<file path="config.mk">
export PLATFORM = sky130hd
export DESIGN_NAME = ddr3_test_gen_flat
export DESIGN_NICKNAME = d
export VERILOG_FILES = /design/src/rtl/ddr3_test_gen_if.sv /design/src/rtl/ddr3_test_gen.sv /design/src/flat_wrapper.sv
export SDC_FILE = /design/constraint.sdc
export NUM_CORES = 1
export LEC_CHECK = 0
export ABC_AREA = 1
export CORE_MARGIN = 4
export CORE_UTILIZATION = 40
export CTS_CLUSTER_DIAMETER = 30
export DETAILED_ROUTE_END_ITERATION = 8
export GPL_TIMING_DRIVEN = 0
export PLACE_DENSITY_LB_ADDON = 0.05
export SETUP_SLACK_MARGIN = 0.15
export SYNTH_ARGS = -nofsm -noshare
export SYNTH_HDL_FRONTEND = slang
export SYNTH_SLANG_ARGS = --single-unit
export TNS_END_PERCENT = 100
</file>
<file path="constraint.sdc">
create_clock -name clk -period 11.3 [get_ports clk]
set_clock_uncertainty 0.2 [all_clocks]
set_input_delay 2.26 -clock clk [delete_from_list [all_inputs] [get_ports clk]]
set_output_delay 2.26 -clock clk [all_outputs]
set_load 0.02 [all_outputs]
</file>
<file path="src/rtl/ddr3_test_gen_if.sv">
// DDR3 user-side command/write/read bus between test generator and controller.
// master: cmd, cmd_en, addr, wr_data, wr_data_en, wr_data_end out; readies and read data in.
interface ddr3_test_gen_if #(
   parameter int ADDR_WIDTH = 28,
   parameter int DATA_WIDTH = 128
);
   logic [2:0]            cmd;
   logic                  cmd_en;
   logic                  cmd_ready;
   logic [ADDR_WIDTH-1:0] addr;
   logic [DATA_WIDTH-1:0] wr_data;
   logic                  wr_data_en;
   logic                  wr_data_end;
   logic                  wr_data_rdy;
   logic [DATA_WIDTH-1:0] rd_data;
   logic                  rd_data_valid;

   modport master (
      output cmd, cmd_en, addr,
      output wr_data, wr_data_en, wr_data_end,
      input  cmd_ready, wr_data_rdy,
      input  rd_data, rd_data_valid
   );

   modport slave (
      input  cmd, cmd_en, addr,
      input  wr_data, wr_data_en, wr_data_end,
      output cmd_ready, wr_data_rdy,
      output rd_data, rd_data_valid
   );
endinterface

</file>
<file path="src/rtl/ddr3_test_gen.sv">
// DDR3 write-then-read-back test generator: writes NUM_BURSTS BL8 bursts at
// addr n*8, reads them back and counts mismatching beats.
// Ports: clk, rst (async high), init_calib_complete, start (rising edge),
// mem (master bus), busy/done/pass status, err_cnt (saturating), last_rd.
// Optional: define DDR3_TEST_LFSR_EN for a 16-bit LFSR data pattern
// (seed 16'hACE1) instead of the incrementing burst index.
module ddr3_test_gen #(
   parameter int ADDR_WIDTH = 28,
   parameter int DATA_WIDTH = 128,
   parameter int NUM_BURSTS = 16
) (
   input  logic            clk,
   input  logic            rst,
   input  logic            init_calib_complete,
   input  logic            start,
   ddr3_test_gen_if.master mem,
   output logic            busy,
   output logic            done,
   output logic            pass,
   output logic [15:0]     err_cnt,
   output logic [15:0]     last_rd
);

   typedef enum logic [2:0] {
      IDLE,
      WRITE,
      READ,
      CHECK,
      FINISH
   } state_t;

   localparam logic [2:0]  CMD_WR = 3'b000;
   localparam logic [2:0]  CMD_RD = 3'b001;
   localparam logic [15:0] LAST   = 16'(NUM_BURSTS - 1);
   localparam logic [15:0] NB     = 16'(NUM_BURSTS);

   state_t state, next_state;

   logic                  start_d;
   logic [15:0]           wr_idx;
   logic [15:0]           rd_idx;
   logic [15:0]           rx_cnt;
   logic                  cmd_acc;
   logic                  dat_acc;
   logic [2:0]            cmd_q;
   logic                  cmd_en_q;
   logic [ADDR_WIDTH-1:0] addr_q;
   logic [DATA_WIDTH-1:0] wr_data_q;
   logic                  wr_en_q;

   logic start_rise;
   logic cmd_fire;
   logic dat_fire;
   logic burst_done;
   logic running;
   logic calib_lost;
   logic rx_take;
   logic [15:0] wr_next_word;
   logic [15:0] rd_exp_word;
   logic [15:0] seed_word;

   function automatic logic [DATA_WIDTH-1:0] fill(input logic [15:0] w);
      return {(DATA_WIDTH/16){w}};
   endfunction

   function automatic logic [ADDR_WIDTH-1:0] addr_of(input logic [15:0] n);
      return ADDR_WIDTH'({n, 3'b000});
   endfunction

`ifdef DDR3_TEST_LFSR_EN
   logic [15:0] wr_lfsr;
   logic [15:0] rd_lfsr;

   // x^16+x^14+x^13+x^11+1, right-shifting Fibonacci form
   function automatic logic [15:0] lfsr_step(input logic [15:0] s);
      return {s[0] ^ s[2] ^ s[3] ^ s[5], s[15:1]};
   endfunction

   assign seed_word    = 16'hACE1;
   assign wr_next_word = lfsr_step(wr_lfsr);
   assign rd_exp_word  = rd_lfsr;
`else
   assign seed_word    = 16'h0000;
   assign wr_next_word = wr_idx + 16'd1;
   assign rd_exp_word  = rx_cnt;
`endif

   assign start_rise = start & ~start_d;
   assign cmd_fire   = cmd_en_q & mem.cmd_ready;
   assign dat_fire   = wr_en_q & mem.wr_data_rdy;
   // a burst needs both halves; either may have been taken earlier
   assign burst_done = (cmd_acc | cmd_fire) & (dat_acc | dat_fire);
   assign running    = (state == WRITE) | (state == READ) | (state == CHECK);
   assign calib_lost = running & ~init_calib_complete;
   assign rx_take    = ((state == READ) | (state == CHECK))
                     & mem.rd_data_valid & (rx_cnt != NB);

   assign mem.cmd         = cmd_q;
   assign mem.cmd_en      = cmd_en_q;
   assign mem.addr        = addr_q;
   assign mem.wr_data     = wr_data_q;
   assign mem.wr_data_en  = wr_en_q;
   assign mem.wr_data_end = wr_en_q;

   always_ff @(posedge clk or posedge rst) begin
      if (rst) state <= IDLE;
      else     state <= next_state;
   end

   always_comb begin
      next_state = state;
      unique case (state)
         IDLE: begin
            if (start_rise & init_calib_complete) next_state = WRITE;
         end
         WRITE: begin
            if (burst_done && wr_idx == LAST) next_state = READ;
         end
         READ: begin
            if (cmd_fire && rd_idx == LAST) next_state = CHECK;
         end
         CHECK: begin
            if (rx_cnt == NB) next_state = FINISH;
         end
         FINISH:  next_state = IDLE;
         default: next_state = IDLE;
      endcase
      if (calib_lost) next_state = FINISH;
   end

   always_ff @(posedge clk or posedge rst) begin
      if (rst) begin
         // held high so a start level present at release is not an edge
         start_d   <= 1'b1;
         wr_idx    <= '0;
         rd_idx    <= '0;
         rx_cnt    <= '0;
         cmd_acc   <= 1'b0;
         dat_acc   <= 1'b0;
         cmd_q     <= CMD_WR;
         cmd_en_q  <= 1'b0;
         addr_q    <= '0;
         wr_data_q <= '0;
         wr_en_q   <= 1'b0;
         busy      <= 1'b0;
         done      <= 1'b0;
         pass      <= 1'b0;
         err_cnt   <= '0;
         last_rd   <= '0;
`ifdef DDR3_TEST_LFSR_EN
         wr_lfsr   <= '0;
         rd_lfsr   <= '0;
`endif
      end else begin
         start_d <= start;
         if (calib_lost) begin
            cmd_en_q <= 1'b0;
            wr_en_q  <= 1'b0;
         end else begin
            unique case (state)
               IDLE: begin
                  if (next_state == WRITE) begin
                     busy      <= 1'b1;
                     done      <= 1'b0;
                     pass      <= 1'b0;
                     err_cnt   <= '0;
                     wr_idx    <= '0;
                     rd_idx    <= '0;
                     rx_cnt    <= '0;
                     cmd_acc   <= 1'b0;
                     dat_acc   <= 1'b0;
                     cmd_q     <= CMD_WR;
                     cmd_en_q  <= 1'b1;
                     addr_q    <= '0;
                     wr_en_q   <= 1'b1;
                     wr_data_q <= fill(seed_word);
`ifdef DDR3_TEST_LFSR_EN
                     wr_lfsr   <= seed_word;
                     rd_lfsr   <= seed_word;
`endif
                  end
               end
               WRITE: begin
                  if (burst_done) begin
                     cmd_acc <= 1'b0;
                     dat_acc <= 1'b0;
                     if (wr_idx == LAST) begin
                        wr_en_q  <= 1'b0;
                        cmd_q    <= CMD_RD;
                        cmd_en_q <= 1'b1;
                        addr_q   <= '0;
                     end else begin
                        wr_idx    <= wr_idx + 16'd1;
                        cmd_en_q  <= 1'b1;
                        wr_en_q   <= 1'b1;
                        addr_q    <= addr_of(wr_idx + 16'd1);
                        wr_data_q <= fill(wr_next_word);
`ifdef DDR3_TEST_LFSR_EN
                        wr_lfsr   <= wr_next_word;
`endif
                     end
                  end else begin
                     if (cmd_fire) begin
                        cmd_en_q <= 1'b0;
                        cmd_acc  <= 1'b1;
                     end
                     if (dat_fire) begin
                        wr_en_q <= 1'b0;
                        dat_acc <= 1'b1;
                     end
                  end
               end
               READ: begin
                  if (cmd_fire) begin
                     if (rd_idx == LAST) begin
                        cmd_en_q <= 1'b0;
                     end else begin
                        rd_idx <= rd_idx + 16'd1;
                        addr_q <= addr_of(rd_idx + 16'd1);
                     end
                  end
               end
               default: ;
            endcase
         end

         if (rx_take) begin
            rx_cnt  <= rx_cnt + 16'd1;
            last_rd <= mem.rd_data[15:0];
            if (mem.rd_data != fill(rd_exp_word) && err_cnt != 16'hFFFF)
               err_cnt <= err_cnt + 16'd1;
`ifdef DDR3_TEST_LFSR_EN
            rd_lfsr <= lfsr_step(rd_lfsr);
`endif
         end

         if (next_state == FINISH && state != FINISH) begin
            busy <= 1'b0;
            done <= 1'b1;
            pass <= ~calib_lost & (err_cnt == 16'd0);
         end
      end
   end

endmodule

</file>
<file path="src/flat_wrapper.sv">
// flat-port wrapper written by rule: the top's interface ports become plain ports
module ddr3_test_gen_flat 
#(
   parameter int ADDR_WIDTH = 28,
   parameter int DATA_WIDTH = 128,
   parameter int NUM_BURSTS = 16
)
  (clk, rst, init_calib_complete, start, busy, done, pass, err_cnt, last_rd, mem_cmd, mem_cmd_en, mem_addr, mem_wr_data, mem_wr_data_en, mem_wr_data_end, mem_cmd_ready, mem_wr_data_rdy, mem_rd_data, mem_rd_data_valid);
  ddr3_test_gen_if #(.ADDR_WIDTH(ADDR_WIDTH), .DATA_WIDTH(DATA_WIDTH)) mem_i ();
  input  logic clk;
  input  logic rst;
  input  logic init_calib_complete;
  input  logic start;
  output logic busy;
  output logic done;
  output logic pass;
  output logic [15:0] err_cnt;
  output logic [15:0] last_rd;
  output wire logic [$bits(mem_i.cmd)-1:0] mem_cmd;
  output wire logic [$bits(mem_i.cmd_en)-1:0] mem_cmd_en;
  output wire logic [$bits(mem_i.addr)-1:0] mem_addr;
  output wire logic [$bits(mem_i.wr_data)-1:0] mem_wr_data;
  output wire logic [$bits(mem_i.wr_data_en)-1:0] mem_wr_data_en;
  output wire logic [$bits(mem_i.wr_data_end)-1:0] mem_wr_data_end;
  input wire logic [$bits(mem_i.cmd_ready)-1:0] mem_cmd_ready;
  input wire logic [$bits(mem_i.wr_data_rdy)-1:0] mem_wr_data_rdy;
  input wire logic [$bits(mem_i.rd_data)-1:0] mem_rd_data;
  input wire logic [$bits(mem_i.rd_data_valid)-1:0] mem_rd_data_valid;
  assign mem_cmd = mem_i.cmd;
  assign mem_cmd_en = mem_i.cmd_en;
  assign mem_addr = mem_i.addr;
  assign mem_wr_data = mem_i.wr_data;
  assign mem_wr_data_en = mem_i.wr_data_en;
  assign mem_wr_data_end = mem_i.wr_data_end;
  assign mem_i.cmd_ready = mem_cmd_ready;
  assign mem_i.wr_data_rdy = mem_wr_data_rdy;
  assign mem_i.rd_data = mem_rd_data;
  assign mem_i.rd_data_valid = mem_rd_data_valid;
  ddr3_test_gen #(.ADDR_WIDTH(ADDR_WIDTH), .DATA_WIDTH(DATA_WIDTH), .NUM_BURSTS(NUM_BURSTS)) u_core (.clk(clk), .rst(rst), .init_calib_complete(init_calib_complete), .start(start), .mem(mem_i), .busy(busy), .done(done), .pass(pass), .err_cnt(err_cnt), .last_rd(last_rd));
endmodule
</file>
==> results of run 1 <==
==> kinds of logic (layout without fill, tap and decap cells) <==
kind of cell / count (synthesis) / after routing / synth area share
simple gates: 719 / 719 / 0.3418
other cells: 1 / 14 / 0.0004161
xor+xnor: 112 / 112 / 0.1088
flops: 108 / 108 / 0.3000
compound gates: 86 / 86 / 0.05192
fa+ha+maj: 6 / 6 / 0.008330
buf+inv: 296 / 630 / 0.1887
==> layout make-up <==
class | count | area [sq um]
inverter | 123 | 464.2
clock buffer | 10 | 239.0
buffer | 173 | 1239
clock inverter | 6 | 60.06
multi-input combinational | 937 | 4657
fill | 2203 | 9112
sequential | 108 | 2704
tap | 280 | 350.3
timing repair buffer | 318 | 3201
==> final timing paths <==
path                                      end  slack [ns]  depth (start not counted)               startpoint
setup / recovery              mem_wr_data[43]        7.06                          2  u_core.mem.wr_data[123]
hold / removal             u_core.mem.addr[4]        0.28                          2       u_core.mem.addr[4]
setup reg to reg            u_core.rd_idx[15]        8.61                         13  u_core.mem.wr_data[112]
hold reg to reg            u_core.mem.addr[4]        0.28                          2       u_core.mem.addr[4]
max in group asynchronous      u_core.start_d        7.95                          3                      rst
min in group asynchronous   u_core.last_rd[8]        2.17                          2                      rst
==> power by group through the flow <==
stage          clock, mW  combinational (mW)  sequential (mW)
2_1_floorplan          0               0.376            0.462
3_3_place_gp           0               0.617            0.449
3_5_place_dp           0               0.624            0.450
4_1_cts            0.332               0.626            0.442
5_1_grt            0.347               0.682            0.447
6_report           0.327               0.623            0.442
==> synth_stat cells, drive strengths merged <==
| master | instances | area (sq um) |
|---|---|---|
| a22oi | 1 | 7.510 |
| buf | 163 | 1201 |
| o2bb2ai | 1 | 8.760 |
| and3 | 1 | 6.260 |
| nor4b | 1 | 8.760 |
| clkbuf | 10 | 37.54 |
| dfstp | 1 | 26.28 |
| a21o | 1 | 7.510 |
| or2 | 2 | 12.51 |
| nor2 | 113 | 456.7 |
| nand3 | 83 | 432.9 |
| o22ai | 7 | 43.79 |
| o32ai | 1 | 8.760 |
| nand3b | 1 | 7.510 |
| a21oi | 9 | 45.04 |
| a32oi | 1 | 8.760 |
| xnor2 | 98 | 858.3 |
| nor3b | 1 | 7.510 |
| conb | 1 | 3.750 |
| clkinv | 2 | 7.510 |
| ha | 6 | 75.07 |
| o21ai | 60 | 300.3 |
| xor2 | 14 | 122.6 |
| nand2 | 436 | 1652 |
| o211ai | 3 | 22.52 |
| nor4 | 8 | 50.05 |
| nor3 | 16 | 90.09 |
| dfrtp | 107 | 2678 |
| inv | 121 | 454.2 |
| nand4 | 57 | 356.6 |
| o31ai | 2 | 15.01 |
==> worst register-to-register path, delay by kind of cell, from the launching register on <==
family | cells | cell delay, ns
flops | 1 | 0.59
buf+inv | 2 | 0.32
simple gates | 8 | 0.90
fa+ha+maj | 1 | 0.24
compound gates | 2 | 0.32
==> routing by layer <==
layer  wire (microns)  global-route usage  vias up
li1                 -                   -     4737
met3             2261             0.04948       46
met4              715             0.06174        0
met2            14670              0.4180      356
met5                0                   0        -
met1            11670              0.2786     4195
==> registers in the layout, summed over array words and instances, names as in the netlist <==
name,count
u_core.dat_acc,1
u_core.mem.addr,16
u_core.state,3
u_core.mem.wr_data,16
u_core.start_d,1
u_core.last_rd,16
u_core.rd_idx,16
u_core.err_cnt,16
u_core.rd_exp_word,16
u_core.mem.wr_data_en,1
u_core.cmd_acc,1
u_core.busy,1
u_core.mem.cmd_en,1
u_core.mem.cmd,1
u_core.pass,1
u_core.done,1
==> stage by stage <==
step                      instance area, sq um  std cells
after floorplan                           9061       1341
after global placement                   12580       1938
after detailed placement                 12610       1939
after CTS                                12910       1955
after global routing                     12910       1955
final                                    12910       1955
==> reports/summary.txt, run 1 <==
Total Power - 1.391 mW
Combinational group share of total power - 0.448
Post-CTS Setup Inserts - 0
RSZ-0062 raised after global routing - no
GPL Wtd Cong - 0.9273
P_leak - 6.084 nW
Number of DRC markers in iteration 0 - 583
P_int - 0.8389 mW
Most common cell after layout, fill and taps aside - nand2_1
Clock Power Share - 0.235
CP Cell Sequence - buf_4 -> clkdlybuf4s50_1
Tot GR Track Use - 0.2315
Crit path max fanout - 13
Register area share after synthesis - 0.3000
Final core utilization - 0.5863
Largest delay contributor family on the critical path - buffers and inverters
TritonCTS clock tree - done
TNS Setup - 0 ns
CP Data Required Time - 8.84 ns
HP Class - flip-flop to flip-flop
Worst Setup End Kind - output port
CTS sink count - 108
Final setup fails - 0
Layout area overhead - 43.29%
Num CTS Buffers - 9
Via density - 4.774
Initial core utilization - 0.4092
Drt wl/cell - 15.00 microns
Startpoint Class - flip-flop
Number of port buffers - 317
Nets@finish - 1811
Placeable Area - 0.02203 sq mm
Hold Vio Cnt, Final - 0
Final Cycle Share - 0.3756
CP bufs+invs - 2
DRT antenna net count - 0
Vias - 9334
Clock Tree Root - clkbuf_16
DRC viols - 0
Synth warn - 0
Sw Ratio - 0.3970
Slew HR - 0.5029
Result of the run - completed
Worst Tran Pin Value - 0.7457 ns
Post-Syn Area per Cell - 6.786 sq um
Drt pass-1 iters - 7
Synth Cell Area - 0.009012 sq mm
Sw Pwr - 0.5523 mW
Die Y - 158.1 microns
Layout cells sized above 1 - 0.1254
Tmin final - 4.244 ns
Die ar. - 0.02500 sq mm
CTS max path bufs - 2
Post-synth cell types - 43
Syn Inst Count - 1328
Total grt overflow - 0
IO Pins - 332
Max Slew Vio Count - 0
CTS hold repair buffers - 0
DRT Wirelength - 29.32 mm
Post-synthesis register bit count - 108
Peak Freq - 0.2356 GHz
Dpl ws - 6.729 ns
Site Rows - 54
Final worst setup slack - 7.056 ns
Post-CTS sizing - 0
Slowest stage delay, CP - 0.63 ns
CP Class - flip-flop to output port
First-pass GRT wire length - 46.33 mm
H-tree Lvls - 3
Clock slew at reported path FFs - 0.08 ns
Worst skew pair latency - 0.36 ns
Die Width - 158.1 microns
CP arrival - 1.78 ns
Pwr Density - 107.7 mW/mm^2
Worst vdd ir - 0.00009412 V
MaxCap Viol Count - 0
Slowest CP cell - dfrtp_1
Vias in the first global route - 8654
Sequential share of power - 0.317
Dpl hpwl - 23.91 mm
Initial antenna violation count - 0
Hold slack - 0.2758 ns
Most frequent cells in the layout - nand2_1 (432), clkdlybuf4s50_1 (317), buf_4 (143)
Largest net degree at the start of global routing - 56
N_diodes - 0
Note: power is estimated with default switching activity, not from simulation.
==> run 2: changes to the inputs <==
Clock period 11.3 ns to 3.6 ns, I/O delays scaled along.
==> reports/summary.txt, run 2 (same netlist as run 1, synthesis figures left out) <==
Crit path max fanout - 12 (was 13)
TritonCTS clock tree - done (unchanged)
DRT antenna net count - 0 (unchanged)
Die Y - 158.1 microns (unchanged)
Clock slew at reported path FFs - 0.08 ns (about the same)
Worst Setup End Kind - output port (unchanged)
Largest net degree at the start of global routing - 36 (was 56)
Via density - 4.746 (was 4.774)
Final Cycle Share - 0.7506
Post-CTS sizing - 0 (unchanged)
Hold Vio Cnt, Final - 0 (unchanged)
M1 wire length - 11.92 mm (was 11.67 mm)
Number of fill cells - 2138 (was 2203)
CTS max path bufs - 2 (unchanged)
Initial core utilization - 0.4092 (unchanged)
CP Class - flip-flop to output port (unchanged)
CP arrival - 1.78 ns (about the same)
Tmin final - 2.702 ns
CP Data Required Time - 2.68 ns (was 8.84 ns)
Number of DRC markers in iteration 0 - 630 (was 583)
Final worst setup slack - 0.8979 ns (was 7.056 ns)
N_diodes - 0 (unchanged)
Peak Freq - 0.3701 GHz
Wire length on met2 - 14.68 mm (was 14.67 mm)
Number of port buffers - 317 (unchanged)
DRC viols - 0 (unchanged)
Most frequent cells in the layout - nand2_1 (432), clkdlybuf4s50_1 (317), buf_4 (143) (unchanged)
Placed inst area - 0.01265 sq mm (was 0.01261 sq mm)
HP Class - flip-flop to flip-flop (unchanged)
Final setup fails - 0 (unchanged)
Placeable Area - 0.02203 sq mm (unchanged)
Drt wl/cell - 15.03 microns (was 15.00 microns)
Post-CTS Setup Inserts - 0 (unchanged)
Placed Cells - 1941 (was 1939)
DRT Wirelength - 29.40 mm (was 29.32 mm)
Met3 routed WL - 2.181 mm (was 2.261 mm)
Reg2Reg Setup Slack - 0.92 ns (was 8.61 ns)
Die ar. - 0.02500 sq mm (unchanged)
First-pass GRT wire length - 46.21 mm (was 46.33 mm)
CTS sink count - 108 (unchanged)
Max Slew Vio Count - 0 (unchanged)
Tot GR Track Use - 0.2316 (was 0.2315)
RSZ-0062 raised after global routing - no (unchanged)
Post-Layout Cell Count - 1957 (was 1955)
Design Area, Final - 0.01295 sq mm (was 0.01291 sq mm)
Layout cells sized above 1 - 0.1264 (was 0.1254)
Die Width - 158.1 microns (unchanged)
MaxCap Viol Count - 0 (unchanged)
H-tree Lvls - 3 (unchanged)
Pwr Density - 339.7 mW/mm^2 (was 107.7 mW/mm^2)
Hold slack - 0.2700 ns (was 0.2758 ns)
Dpl hpwl - 23.95 mm (was 23.91 mm)
Total grt overflow - 0 (unchanged)
Dpl ws - 0.5536 ns (was 6.729 ns)
Initial antenna violation count - 0 (unchanged)
Slew HR - 0.5729 (was 0.5029)
Nets@finish - 1813 (was 1811)
Most common cell after layout, fill and taps aside - nand2_1 (unchanged)
Site Rows - 54 (unchanged)
Vias - 9287 (was 9334)
P_leak - 6.094 nW (was 6.084 nW)
Worst skew pair latency - 0.36 ns (about the same)
TNS Setup - 0 ns (unchanged)
CTS hold repair buffers - 0 (unchanged)
GPL Wtd Cong - 0.9183 (was 0.9273)
Result of the run - completed (unchanged)
IO Pins - 332 (unchanged)
Worst Tran Pin Value - 0.6348 ns (was 0.7457 ns)
Vias in the first global route - 8791 (was 8654)
Startpoint Class - flip-flop (unchanged)
Worst vdd ir - 0.0002778 V (was 0.00009412 V)
Num CTS Buffers - 9 (unchanged)
Layout area overhead - 43.69% (was 43.29%)
DR top layer - met4 (unchanged)
Drt pass-1 iters - 5 (was 7)
Clock Tree Root - clkbuf_16 (unchanged)
run 2: cell types whose count changed in the layout (fill, tap and decap cells not counted), sizes merged:
cell	change
buf	+2
inv	-2
clkinv	+1
clkinvlp	+1
run 2: power breakdown:
| group | leakage (nW) | internal [mW] | switching [mW] | total, mW |
|---|---|---|---|---|
| clock | 0.149 | 0.510 | 0.515 | 1.02 |
| combinational | 4.46 | 0.833 | 1.15 | 1.99 |
| sequential | 1.49 | 1.29 | 0.0962 | 1.39 |
| total | 6.09 | 2.63 | 1.76 | 4.40 |
run 2: per-layer routing:
metal	GRT usage	up-vias
li1	-	4762
met1	0.2772	4175
met2	0.4190	310
met3	0.05112	40
met4	0.06133	0
met5	0	-
run 2: cell type report:
| cell class | instances | area, sq um | share of cell area |
|---|---|---|---|
| buffer | 173 | 1239 | 0.09565 |
| clock buffer | 10 | 239.0 | 0.01845 |
| clock inverter | 6 | 62.56 | 0.004831 |
| inverter | 123 | 465.4 | 0.03594 |
| multi-input combinational | 937 | 4657 | 0.3596 |
| sequential | 108 | 2704 | 0.2088 |
| tap | 280 | 350.3 | 0.02705 |
| timing repair buffer | 320 | 3233 | 0.2497 |
run 2: metrics by stage:
stage	total power, mW	utilization
3_5_place_dp	3.394	0.5742
4_1_cts	4.415	0.5879
3_3_place_gp	3.367	0.5715
6_report	4.399	0.5879
5_1_grt	4.649	0.5879
2_1_floorplan	2.631	-
run 2: final timing paths:
path | startpoint | end | cells after the start
setup / recovery | u_core.mem.wr_data[126] | mem_wr_data[94] | 2
hold / removal | u_core.mem.addr[11] | u_core.mem.addr[11] | 2
setup reg to reg | u_core.mem.wr_data[113] | u_core.rd_idx[15] | 13
hold reg to reg | u_core.mem.addr[11] | u_core.mem.addr[11] | 2
max in group asynchronous | rst | u_core.err_cnt[15] | 4
min in group asynchronous | rst | u_core.mem.addr[3] | 2
run 2: critical path, cell delays in order, from the launching register on:
cell,delay (ns)
dfrtp_1,0.63
buf_4,0.18
clkdlybuf4s50_1,0.60
